[src/rtl/register_file.sv]
// RV32I integer register file: 32x32, two async read ports, one sync write port.
// Define REGFILE_BYPASS_EN to forward same-cycle write data to the read ports.
module register_file #(
  parameter int DATA_WIDTH = 32,
  parameter int ADDR_WIDTH = 5
) (
  input  logic                  clk,
  input  logic                  rst,
  input  logic                  reg_write,
  input  logic [ADDR_WIDTH-1:0] rs1,
  input  logic [ADDR_WIDTH-1:0] rs2,
  input  logic [ADDR_WIDTH-1:0] rd,
  input  logic [DATA_WIDTH-1:0] write_data,
  output logic [DATA_WIDTH-1:0] read_data1,
  output logic [DATA_WIDTH-1:0] read_data2
);

  localparam int DEPTH = 2 ** ADDR_WIDTH;

  logic [DATA_WIDTH-1:0] regs [DEPTH];
  logic                  wr_en;

  assign wr_en = reg_write && (rd != '0);

  // entry 0 is cleared by reset and never written, so it always reads 0
  always_ff @(posedge clk or posedge rst) begin
    if (rst) begin
      for (int i = 0; i < DEPTH; i++) begin
        regs[i] <= '0;
      end
    end else if (wr_en) begin
      regs[rd] <= write_data;
    end
  end

`ifdef REGFILE_BYPASS_EN
  always_comb begin
    read_data1 = regs[rs1];
    read_data2 = regs[rs2];
    if (wr_en && (rs1 == rd)) read_data1 = write_data;
    if (wr_en && (rs2 == rd)) read_data2 = write_data;
    if (rs1 == '0) read_data1 = '0;
    if (rs2 == '0) read_data2 = '0;
  end
`else
  always_comb begin
    read_data1 = regs[rs1];
    read_data2 = regs[rs2];
    if (rs1 == '0) read_data1 = '0;
    if (rs2 == '0) read_data2 = '0;
  end
`endif

endmodule

[config.mk]
export PLATFORM = sky130hd
export DESIGN_NAME = register_file
export DESIGN_NICKNAME = d
export VERILOG_FILES = /design/src/rtl/register_file.sv
export SDC_FILE = /design/constraint.sdc
export NUM_CORES = 2
export LEC_CHECK = 0
export CELL_PAD_IN_SITES_DETAIL_PLACEMENT = 1
export CELL_PAD_IN_SITES_GLOBAL_PLACEMENT = 1
export CORE_MARGIN = 3
export CORE_UTILIZATION = 39
export CTS_BUF_LIST = sky130_fd_sc_hd__clkbuf_4 sky130_fd_sc_hd__clkbuf_8
export CTS_CLUSTER_DIAMETER = 120
export DETAILED_ROUTE_END_ITERATION = 12
export PLACE_DENSITY = 0.65
export SYNTH_ARGS = -nofsm -noshare
export SYNTH_HDL_FRONTEND = slang
export SYNTH_SLANG_ARGS = --single-unit
export TNS_END_PERCENT = 20
[constraint.sdc]
create_clock -name clk -period 41.1 [get_ports clk]
set_input_delay 6.165 -clock clk [delete_from_list [all_inputs] [get_ports clk]]
set_output_delay 6.165 -clock clk [all_outputs]
set_load 0.005 [all_outputs]
==> impl_table.tex <==
\begin{tabular}{lr}
\hline
Metric & Value \\
\hline
\multicolumn{2}{l}{\textbf{Outcome}} \\
Outcome & finished, final reports clean \\
\multicolumn{2}{l}{\textbf{Route}} \\
DRC violation count after routing & 0 \\
Final ANT Viol Nets & 0 \\
Total vias in the final route & 35500 \\
Via-per-instance ratio & 6.36 \\
Mean routed wirelength per cell & roughly 35 µm \\
TritonRoute pass-1 iters & 5 \\
Routed wire length & 193000 µm \\
Starting DRC count in detailed routing & 3161 \\
\multicolumn{2}{l}{\textbf{Critical path}} \\
Crit path launch type & input pin \\
Worst reg2reg path depth & 1 \\
Slack of the worst reg-to-reg path & 40280 ps \\
Worst setup path startpoint & rs1[2] \\
Worst path bufs/invs & 5 \\
Worst path arrival time & 11340 ps \\
CP peak stage delay & $\sim$900 ps \\
Worst path top cell family by delay & buffers and inverters \\
Largest fanout on the critical path & 80 \\
Sequence of cells on the critical path & buf\_8 > buf\_4 > buf\_4 > buf\_4 > mux2i\_1 > a221oi\_1 > o21ai\_1 > a311oi\_1 > clkdlybuf4s50\_1 \\
CP endpoint kind & output pin \\
End of the worst register-to-register path & regs[449] \\
Reg-to-Reg Start & regs[449] \\
Top cell by count, worst path & buf\_4 \\
Data required time of the worst path & 34940 ps \\
Cell with the largest stage delay on the worst path & a311oi\_1 \\
Worst setup path endpoint & read\_data1[20] \\
Setup CP Type & input pin to output pin \\
Total stage count of the critical path & 9 \\
\multicolumn{2}{l}{\textbf{Floorplan}} \\
Row count & 137 \\
Die span in y & 382 µm \\
Core area & 140000 µm² \\
Initial Util & between 30\% and 40\% \\
Die width & 382 µm \\
Die Footprint & 146000 µm² \\
IO Pins & 114 \\
\multicolumn{2}{l}{\textbf{STA}} \\
Unrepaired setup endpoints after global routing & false \\
Setup-failing EPs final & 0 \\
TNS Setup & 0 ps \\
Crit share post-route & 42.6\% \\
Min cycle time layout & 17510 ps \\
Total count of hold-check failures in the final report & 0 \\
Highest Clock Rate & 57.1 MHz \\
Final critical-path setup slack & 23590 ps \\
Relative slew slack & 5.80\% \\
Clock tree skew after final layout & 0 ps \\
Slew at the pin closest to its max-slew limit & 1410 ps \\
Pins Over Slew Limit & 0 \\
\multicolumn{2}{l}{\textbf{Yosys}} \\
Post-Syn Instances & 3617 \\
Ys async rst share & 100\% \\
Most area-consuming cells after synthesis & dfrtp\_1 (47\%), mux2\_2 (21\%), mux4\_2 (16\%) \\
Share of Yosys cell area claimed by the top area cell type & 46.6\% \\
Count of unique library cells instantiated by Yosys & 43 \\
Synth cell count leaders & dfrtp\_1 (1024), mux2\_2 (1021), mux4\_2 (395) \\
Post-synth EDFFs & 0 \\
Most repeated cell in the gate-level netlist after synthesis & dfrtp\_1 \\
Count of state elements after synthesis & 1024 \\
Syn avg cell area & roughly 15 µm² \\
Top FF cell, synth & dfrtp\_1 \\
Area of the mapped netlist & between 50000 and 60000 µm² \\
Sequential cell area fraction in the yosys report & 46.6\% \\
Largest area contributor in the netlist & dfrtp\_1 \\
Post-synthesis net count & 3667 \\
Yosys warns & 0 \\
\multicolumn{2}{l}{\textbf{Power}} \\
Clock share of power & 34.1\% \\
Cell-internal power & 2.12 mW \\
Switching share of power & 28.2\% \\
Share of power burned in registers & 45.6\% \\
Overall power consumption & between 2 and 3 mW \\
Combinational cell fraction of total power & 20.4\% \\
IR Drop Worst-Case VDD & 0.0000278 V \\
Pwr dens & 48.5 nW/µm² \\
Switching component of the power & 0.832 mW \\
Pleak & 26.0 nW \\
\multicolumn{2}{l}{\textbf{GRT}} \\
Total track usage & 26.4\% \\
Vias in the first global route & 37100 \\
Number of antenna violations at the first check in global routing & 22 \\
GR Overflow Total & 0 \\
First-pass GRT wire length & between 200000 and 300000 µm \\
Pin count of the biggest net entering global routing & 123 \\
\multicolumn{2}{l}{\textbf{Clock network}} \\
Count of hold-fix buffers inserted at cts & 0 \\
Clock tree from TritonCTS & built \\
Sinks on the clock net & 1024 \\
Clock latency at the later pin of the worst-skew pair & $\sim$890 ps \\
Total number of H-tree levels & 4 \\
Clock buffer count from CTS & roughly 180 \\
Clock-pin slew reported for the worst setup and hold paths after clock tree synthesis & 50 ps \\
Setup repair bufs after CTS & 0 \\
Clock tree root buffer cell & clkbuf\_8 \\
Clock Tree Buf Depth & 3 \\
Number of gates resized after cts & 0 \\
\multicolumn{2}{l}{\textbf{Place}} \\
HPWL after DPL & 104000 µm \\
Buffers added on ports & 113 \\
Post-place setup slack & 23590 ps \\
RePlAce Congestion & 0.770 \\
Area after DPL & 57000 µm² \\
\multicolumn{2}{l}{\textbf{Cells and area}} \\
Max FFs per register & 1024 \\
Area Growth Syn to Fin & 10.6\% \\
Largest register by flop count & regs \\
Leading registers by flop count & regs (1024) \\
Post-layout instance area & 60900 µm² \\
Share of final-layout standard cells stronger than drive strength 1 & between 50 and 60\% \\
Net count of the finished layout & roughly 3600 \\
\multicolumn{2}{l}{\textbf{Min path}} \\
Worst min path class & register to register \\
\multicolumn{2}{l}{\textbf{Job}} \\
Max-cap check violation count & 0 \\
\hline
\end{tabular}
-- layout make-up --
type | instances | area (µm²)
multi-input cells | 2167 | 27300
repair buffers | 197 | 1800
clock inverters | 27 | 249
diodes | 9 | 22.5
clock buffers | 284 | 3540
fillers | 13700 | 78800
flip-flops and latches | 1024 | 25600
well taps | 1876 | 2350
inverters | 3 | 23.8
-- metal layers --
layer	part of all wire (%)	vias to the layer above	track usage [%]
li1	-	14000	-
met1	43	19600	36.7
met2	44	1529	39.0
met3	9.2	340	8.54
met4	3.1	8	8.93
met5	0.029	-	0
-- worst min path at each step --
stage,startpoint,to,cells past startpoint
after floorplan,regs[1007],regs[1007],1
after global placement,regs[1006],regs[1006],0
after detailed placement,regs[1007],regs[1007],0
after CTS,regs[1007],regs[1007],0
after global routing,regs[1000],regs[1000],0
final,regs[1007],regs[1007],0
-- metrics by stage --
stage	util (%)	std cells	hold slack, ps
floorplan	-	3617	436
detailed placement	40.8	5266	383
global route	43.6	5583	407
finish	43.6	5587	392
global placement	40.8	5266	377
CTS	43.5	5577	395
-- power by group through the flow --
stage	Sequential (mW)	Combinational, mW	Clock [mW]
floorplan	1.31	0.462	0
detailed placement	1.36	0.599	0
global route	1.37	0.642	1.08
finish	1.34	0.601	1.01
global placement	1.34	0.585	0
CTS	1.34	0.602	1.03
-- layout by cell type (no fill, tap or decap), drive strengths merged, types with 58 or more instances in the layout --
cell and count:
mux2 1056, o21ai 107, nor2b 68, dfrtp 1024, buf 93, a311oi 64, nand2 58, clkdlybuf4s50 103
a22oi 64, a211oi 64, clkbuf 285, mux2i 128, mux4 448
-- kinds of logic (layout without fill, tap and decap cells) --
logic type,Yosys count,after routing,share of synthesized area [%]
AND/OR/NAND/NOR,172,172,1.71
other,0,9,0
AO/OA/AOI/OAI,363,363,4.76
multiplexers,1632,1632,42.6
buffers and inverters,426,511,4.31
flip-flops,1024,1024,46.6
Note: power is estimated with default switching activity, not from simulation.
